### config.mk
export PLATFORM = sky130hd
export DESIGN_NAME = seg_scan_arbiter
export DESIGN_NICKNAME = d
export VERILOG_FILES = /design/src/rtl/seg_scan_arbiter.sv
export SDC_FILE = /design/constraint.sdc
export NUM_CORES = 1
export LEC_CHECK = 0
export ABC_AREA = 1
export BUFFER_PORTS_ARGS = -buffer_cell sky130_fd_sc_hd__buf_2
export CAP_MARGIN = 15
export CORE_ASPECT_RATIO = 1.4
export CORE_UTILIZATION = 40
export CTS_CLUSTER_SIZE = 8
export DETAILED_ROUTE_END_ITERATION = 8
export GPL_TIMING_DRIVEN = 0
export PLACE_DENSITY = 0.68
export REMOVE_ABC_BUFFERS = 1
export SLEW_MARGIN = 20
export SYNTH_ARGS = -nofsm -noshare
export SYNTH_HDL_FRONTEND = slang
export SYNTH_SLANG_ARGS = --single-unit
### constraint.sdc
create_clock -name clk -period 7.1 [get_ports clk]
set_input_delay 0.355 -clock clk [delete_from_list [all_inputs] [get_ports clk]]
set_output_delay 0.355 -clock clk [all_outputs]
set_load 0.005 [all_outputs]
### src/rtl/seg_scan_arbiter.sv
// seg_scan_arbiter
// Two requesters share the 8-digit multiplexed 7-segment display. The owner
// keeps the grant for at least HOLD_FRAMES full scan frames unless it drops
// its request. The owner's value is saturated to 99_999_999, converted to
// 8 BCD digits by a sequential double-dabble (27 clk), and then scanned.
//
// Ports:
//   clk, rst_n         clock, asynchronous active-low reset
//   req0/val0          requester 0 request and 32-bit binary value
//   req1/val1          requester 1 request and 32-bit binary value
//   gnt0/gnt1          current display owner
//   an[7:0]            digit enables, active-low (bit i = digit i, 0 = LSD)
//   digit[3:0]         BCD nibble for the enabled digit (0 when blank)
//   busy               BCD conversion in progress
//
// Optional feature macro: SEG_LEADING_ZERO_BLANK_EN
//   defined   -> digits above the most significant nonzero digit are blanked
//                (digit 0 is always shown)
//   undefined -> all 8 digits shown with leading zeros
module seg_scan_arbiter #(
  parameter int SCAN_DIV    = 100000,
  parameter int HOLD_FRAMES = 250
) (
  input  logic        clk,
  input  logic        rst_n,
  input  logic        req0,
  input  logic [31:0] val0,
  input  logic        req1,
  input  logic [31:0] val1,
  output logic        gnt0,
  output logic        gnt1,
  output logic [7:0]  an,
  output logic [3:0]  digit,
  output logic        busy
);

  localparam int SW = (SCAN_DIV > 1) ? $clog2(SCAN_DIV) : 1;
  localparam int FW = $clog2(HOLD_FRAMES + 1);
  localparam logic [31:0] MAX_VAL = 32'd99_999_999;

  typedef enum logic [1:0] {IDLE, OWN0, OWN1} state_t;

  state_t        state, state_nxt;
  logic [SW-1:0] slot;
  logic [2:0]    idx;
  logic [FW-1:0] frames;
  logic [26:0]   bin_sr;
  logic [31:0]   bcd_sr;
  logic [4:0]    it_cnt;
  logic [31:0]   disp;
  logic          valid;

  logic          slot_end, frame_bnd, owned, gnt_chg, hold_done, latch;
  logic [31:0]   src_val;
  logic [26:0]   sat_val;
  logic [31:0]   bcd_adj, bcd_nxt;
  logic          shown;

  assign slot_end  = (slot == SW'(SCAN_DIV - 1));
  assign frame_bnd = slot_end && (idx == 3'd7);
  assign owned     = (state != IDLE);
  assign gnt_chg   = (state_nxt != state);
  assign hold_done = (frames == FW'(HOLD_FRAMES));
  assign gnt0      = (state == OWN0);
  assign gnt1      = (state == OWN1);

  // Scan timing: slot counter free-runs, index steps at slot end.
  always_ff @(posedge clk or negedge rst_n) begin
    if (!rst_n) begin
      slot <= '0;
      idx  <= '0;
    end else if (slot_end) begin
      slot <= '0;
      idx  <= idx + 3'd1;
    end else begin
      slot <= slot + SW'(1);
    end
  end

  // Arbiter state register
  always_ff @(posedge clk or negedge rst_n) begin
    if (!rst_n) state <= IDLE;
    else        state <= state_nxt;
  end

  always_comb begin
    state_nxt = state;
    case (state)
      IDLE: begin
        if (req0)      state_nxt = OWN0;
        else if (req1) state_nxt = OWN1;
      end
      OWN0: begin
        if (!req0)                               state_nxt = req1 ? OWN1 : IDLE;
        else if (req1 && hold_done && frame_bnd) state_nxt = OWN1;
      end
      OWN1: begin
        if (!req1)                               state_nxt = req0 ? OWN0 : IDLE;
        else if (req0 && hold_done && frame_bnd) state_nxt = OWN0;
      end
      default: state_nxt = IDLE;
    endcase
  end

  // Frames owned, saturating; cleared on any grant change.
  always_ff @(posedge clk or negedge rst_n) begin
    if (!rst_n)                                 frames <= '0;
    else if (gnt_chg)                           frames <= '0;
    else if (owned && frame_bnd && !hold_done)  frames <= frames + FW'(1);
  end

  // Value of the owner-to-be, saturated to the 8-digit range.
  assign src_val = (state_nxt == OWN1) ? val1 : val0;
  assign sat_val = (src_val > MAX_VAL) ? MAX_VAL[26:0] : src_val[26:0];
  assign latch   = (state_nxt != IDLE) && (gnt_chg || (owned && frame_bnd));

  // Double-dabble step: add 3 to nibbles >= 5, then shift in next binary bit.
  always_comb begin
    bcd_adj = bcd_sr;
    for (int n = 0; n < 8; n++)
      if (bcd_sr[4*n +: 4] >= 4'd5) bcd_adj[4*n +: 4] = bcd_sr[4*n +: 4] + 4'd3;
    bcd_nxt = {bcd_adj[30:0], bin_sr[26]};
  end

  always_ff @(posedge clk or negedge rst_n) begin
    if (!rst_n) begin
      bin_sr <= '0;
      bcd_sr <= '0;
      it_cnt <= '0;
      busy   <= 1'b0;
      disp   <= '0;
      valid  <= 1'b0;
    end else if (state_nxt == IDLE) begin
      // Losing the grant aborts any conversion and blanks the display.
      busy <= 1'b0;
      if (gnt_chg) valid <= 1'b0;
    end else if (latch) begin
      // Fresh data restarts the conversion; old digits stay up unless the
      // owner changed.
      bin_sr <= sat_val;
      bcd_sr <= '0;
      it_cnt <= '0;
      busy   <= 1'b1;
      if (gnt_chg) valid <= 1'b0;
    end else if (busy) begin
      bcd_sr <= bcd_nxt;
      bin_sr <= {bin_sr[25:0], 1'b0};
      it_cnt <= it_cnt + 5'd1;
      if (it_cnt == 5'd26) begin
        disp  <= bcd_nxt;
        valid <= 1'b1;
        busy  <= 1'b0;
      end
    end
  end

`ifdef SEG_LEADING_ZERO_BLANK_EN
  logic [2:0] msd;
  always_comb begin
    msd = 3'd0;
    for (int i = 1; i < 8; i++)
      if (disp[4*i +: 4] != 4'd0) msd = 3'(i);
  end
  assign shown = (idx <= msd);
`else
  assign shown = 1'b1;
`endif

  always_comb begin
    an    = 8'hFF;
    digit = 4'd0;
    if (owned && valid && shown) begin
      an    = ~(8'b1 << idx);
      digit = disp[{idx, 2'b00} +: 4];
    end
  end

endmodule
==> flow_results.org <==
** Drt
- Detailed-router iteration count before antenna repair :: 6
- Total number of vias :: 6612
- Dividing the detail-routed wire length by the instance count gives 12.71 um.
- The count of nets left with antenna violations once routing finished came out at 0.
- In the routed design, unresolved DRC markers number 0.
- Post-detailed-routing wire length :: 17.05 mm
- In this run, the number of DRC markers left after iteration 0 of detailed routing was 318.
- Dividing the detail-routed via count by the number of cells gives 4.927.

** Timing
- Slew Limit Fails :: 0
- Once routing completed, OpenROAD measured the worst setup slack at 2.040 ns.
- Setup repair after global routing left no endpoint under its margin.
- The number of hold-slack violations in the final timing report is 0.
- For the final database, setup skew stands at 0.01397 ns.
- The routed design could run at a clock period as short as 5.060 ns.
- Relative slew slack :: 0.3581
- Highest attainable clock frequency :: 0.1976 GHz
- Setup violations remaining at the end of the flow were counted as 0.
- In the final timing run, aggregate negative setup slack is 0 ns.
- Dividing the final minimum period by the clock period gives 0.7126.
- Tightest Pin Transition :: 0.9615 ns

** Synthesis
- After synthesis, the netlist uses 41 different library cells.
- FF+latch count, synth :: 128
- Avg Synthesized Cell Area :: 7.541 um2
- Ys Warns :: 0
- Synthesized instance count :: 1023
- The most used flip-flop cell after synthesis is sky130_fd_sc_hd__dfrtp_1.
- The cell area that synthesis handed to floorplanning was 0.007715 mm2.
- Part of the Yosys area used for sequential elements :: 0.4152
- For this run, asynchronously set or reset flops after synthesis account for 1.000.
- Yosys mapped a number of flops with a built-in enable equal to 0.

** Placed design
- # port buffers :: 82
- Global placement routability congestion :: 0.8099
- Post-placement setup slack :: 2.058 ns
- Once placement completed, the tool counted placed cells totaling 1309.
- Detailed placement ended at an HPWL of 11.54 mm.
- Post-detailed-placement cell area :: 0.008223 mm2

** Pwr
- Summed over all cells, the static leakage comes to 4.466 nW.
- In this run the power density over the cells is 284.2 mW/mm2.
- Maximum ir drop on the vdd rail :: 0.2579 mV

** Floorplan
- Row generation in the floorplan step produced 59 rows.
- During I/O placement, the number of pins put on the boundary was 83.
- For this configuration, the core starts out at a cell density of 0.4115.
- The die is 166.3 um tall.
- Die X :: 119.4 um
- Area inside the core boundary :: 0.01875 mm2
- Die ar. :: 0.01985 mm2

** Critical path
- Launching element type of the critical path :: flop
- Capture instance of the worst register-to-register path :: it_cnt[3]
- The most critical setup path has its startpoint at idx[0].
- STA classifies the critical path endpoint as a flop.
- Data arrives at the worst endpoint at 5.36 ns.
- The critical path is of the reg2reg type.
- Across all register-to-register paths, the minimum setup slack is 2.04 ns.
- Counting cells, the worst reg-to-reg path comes to 15.
- Crit Path Max Fanout :: 64
- At the worst endpoint, the required time is 7.40 ns.
- In this run the critical register-to-register path is launched from idx[0].

** Clocking
- TritonCTS built the clock tree.
- Clock tree synthesis found a total of 128 sinks.
- Number of buffers on the longest clock path :: 2
- Clock network latency to the later pin of the worst-skew pair :: 0.43 ns
- Gates resized during post-CTS repair numbered 0.
- Number of setup buffers added after CTS :: 0
- Counting the buffers created by CTS gives 17.
- The tree is rooted in a sky130_fd_sc_hd__clkbuf_16.
- The clock tree synthesis step divided the H-tree into 4 levels.
- Buffers inserted to repair hold after CTS numbered 1.
- Clock-pin transition on the worst setup and hold timing paths :: 0.06 ns

** Worst hold path
- In this run the worst hold path is classified as in2reg.
- Startpoint of the most critical hold path :: val1[0]
- Number of cells on the worst hold path :: 5
- For hold timing, the worst endpoint is bin_sr[0].

** Cells and area
- Combined flip-flop and latch cell area :: 0.003203 mm2
- Area Overhead vs Synth :: 14.61%
- Of the cells placed in the final design, the portion with a size suffix greater than 1 is 0.1485.
- Total area of multi-input combinational cells :: 0.003745 mm2
- Antenna diodes :: 0
- Counting the fill cells in the layout gives 1902.
- The finished cells cover 0.008842 mm2.
- The finished layout holds 1342 standard cells, fillers aside.
- In the final design database the tool counted 1180 nets.

** Global routing
- The total overflow left after global routing is 0.
- Via count of the first global-routing pass :: 6527
- Initial antenna violation count :: 0
- Maximum number of pins on one net before global-route repair :: 76
- Across every metal layer, demand over resource in global routing totals 0.1857.
- Global-route wire length before repair :: 29.86 mm

** Run status
- The flow ran to the end, and the final reports show no timing, DRC or antenna violations.

** Run
- Across the run, the number of max-cap violations was 0.
[routing by layer]
| layer | GRT usage | wire, um |
|---|---|---|
| met1 | 0.2151 | 7527 |
| met2 | 0.3359 | 8787 |
| met3 | 0.03400 | 420 |
| met4 | 0.07011 | 315 |
| met5 | 0 | 0 |
[metrics by stage]
stage,hold slack (ns),power [mW],utilization
floorplan,0.05941,1.412,-
global placement,0.4507,1.615,0.4364
detailed placement,0.3096,1.630,0.4385
CTS,0.2595,2.540,0.4716
global route,0.2803,2.690,0.4716
finish,0.2699,2.513,0.4716
[cell usage in the layout (no fill, tap or decap), types with 17 or more instances in the layout]
| cell type | n |
|---|---|
| sky130_fd_sc_hd__nand3_1 | 73 |
| sky130_fd_sc_hd__a21oi_1 | 44 |
| sky130_fd_sc_hd__xor2_1 | 23 |
| sky130_fd_sc_hd__inv_1 | 131 |
| sky130_fd_sc_hd__clkbuf_16 | 17 |
| sky130_fd_sc_hd__dfrtp_1 | 128 |
| sky130_fd_sc_hd__nand2_1 | 213 |
| sky130_fd_sc_hd__buf_2 | 81 |
| sky130_fd_sc_hd__o21ai_0 | 75 |
| sky130_fd_sc_hd__ha_1 | 27 |
| sky130_fd_sc_hd__nor2_1 | 142 |
[final cells by class]
type,count,area share
clock inverters,15,0.02080
repair buffers,84,0.05179
clock buffers,17,0.04811
inverters,139,0.05901
flip-flops and latches,128,0.3622
well taps,244,0.03453
multi-input cells,715,0.4235
[cells in the mapped netlist, types with 4 or more instances]
| library cell | instances | area [um2] |
|---|---|---|
| sky130_fd_sc_hd__a31oi_1 | 13 | 81.33 |
| sky130_fd_sc_hd__mux2_2 | 7 | 78.83 |
| sky130_fd_sc_hd__xor2_1 | 23 | 201.4 |
| sky130_fd_sc_hd__clkbuf_1 | 12 | 45.04 |
| sky130_fd_sc_hd__nand3_1 | 73 | 365.4 |
| sky130_fd_sc_hd__buf_2 | 17 | 85.08 |
| sky130_fd_sc_hd__a21oi_1 | 44 | 220.2 |
| sky130_fd_sc_hd__nand4_1 | 8 | 50.05 |
| sky130_fd_sc_hd__o22ai_1 | 6 | 37.54 |
| sky130_fd_sc_hd__inv_1 | 131 | 491.7 |
| sky130_fd_sc_hd__nand2_4 | 4 | 45.04 |
| sky130_fd_sc_hd__ha_1 | 27 | 337.8 |
| sky130_fd_sc_hd__o21ai_0 | 75 | 375.4 |
| sky130_fd_sc_hd__dfrtp_1 | 128 | 3203 |
| sky130_fd_sc_hd__a21boi_1 | 13 | 97.59 |
| sky130_fd_sc_hd__buf_6 | 8 | 90.09 |
| sky130_fd_sc_hd__nor3_1 | 9 | 45.04 |
| sky130_fd_sc_hd__nor2_1 | 142 | 533.0 |
| sky130_fd_sc_hd__o21ai_1 | 13 | 65.06 |
| sky130_fd_sc_hd__a21oi_2 | 9 | 78.83 |
| sky130_fd_sc_hd__nand3_2 | 12 | 120.1 |
| sky130_fd_sc_hd__inv_2 | 7 | 26.28 |
| sky130_fd_sc_hd__nand2_1 | 214 | 803.3 |
[worst max path at each step]
stage	endpoint	slack [ns]	cells past startpoint
after floorplan	it_cnt[3]	3.13	15
after global placement	it_cnt[3]	1.55	15
after detailed placement	it_cnt[3]	2.06	15
after CTS	it_cnt[3]	2.04	15
after global routing	it_cnt[3]	1.52	15
final	it_cnt[3]	2.04	15
[state kept, by name, summed over array words and instances, names as in the netlist]
register,count
frames,8
disp,32
valid,1
bin_sr,27
it_cnt,5
slot,17
bcd_sr,32
state,2
idx,3
busy,1
[power breakdown]
group | leakage (nW) | total (mW) | internal [mW] | switching, mW
Sequential | 1.63 | 0.884 | 0.828 | 0.0562
Combinational | 2.55 | 0.725 | 0.215 | 0.509
Clock | 0.290 | 0.904 | 0.555 | 0.349
Total | 4.47 | 2.51 | 1.60 | 0.914
[cells by family (layout without fill, tap and decap cells)]
| kind of cell | count (synthesis) | in the layout | share of synthesized area |
|---|---|---|---|
| AND/OR/NAND/NOR | 478 | 478 | 0.2734 |
| buffers and inverters | 180 | 255 | 0.09974 |
| AO/OA/AOI/OAI | 178 | 178 | 0.1289 |
| flip-flops | 128 | 128 | 0.4152 |
| adder cells (fa/ha/maj) | 27 | 27 | 0.04379 |
| XOR/XNOR | 23 | 23 | 0.02611 |
| multiplexers | 9 | 9 | 0.01281 |
[worst max-delay path, cell delays in order (launching register included)]
cell	delay (ns)
sky130_fd_sc_hd__dfrtp_1	0.75
sky130_fd_sc_hd__ha_1	0.28
sky130_fd_sc_hd__ha_1	0.37
sky130_fd_sc_hd__nand3_2	0.15
sky130_fd_sc_hd__nand2_2	0.12
sky130_fd_sc_hd__nand2_4	0.16
sky130_fd_sc_hd__nand2_8	0.25
sky130_fd_sc_hd__nor2_1	0.08
sky130_fd_sc_hd__a21oi_2	0.15
sky130_fd_sc_hd__nand3_2	0.15
sky130_fd_sc_hd__nand2_4	0.55
sky130_fd_sc_hd__nand2_2	0.64
sky130_fd_sc_hd__inv_2	0.93
sky130_fd_sc_hd__o21ai_0	0.17
sky130_fd_sc_hd__nand2_1	0.09
sky130_fd_sc_hd__nor2_1	0.05
Note: power is estimated with default switching activity, not from simulation.
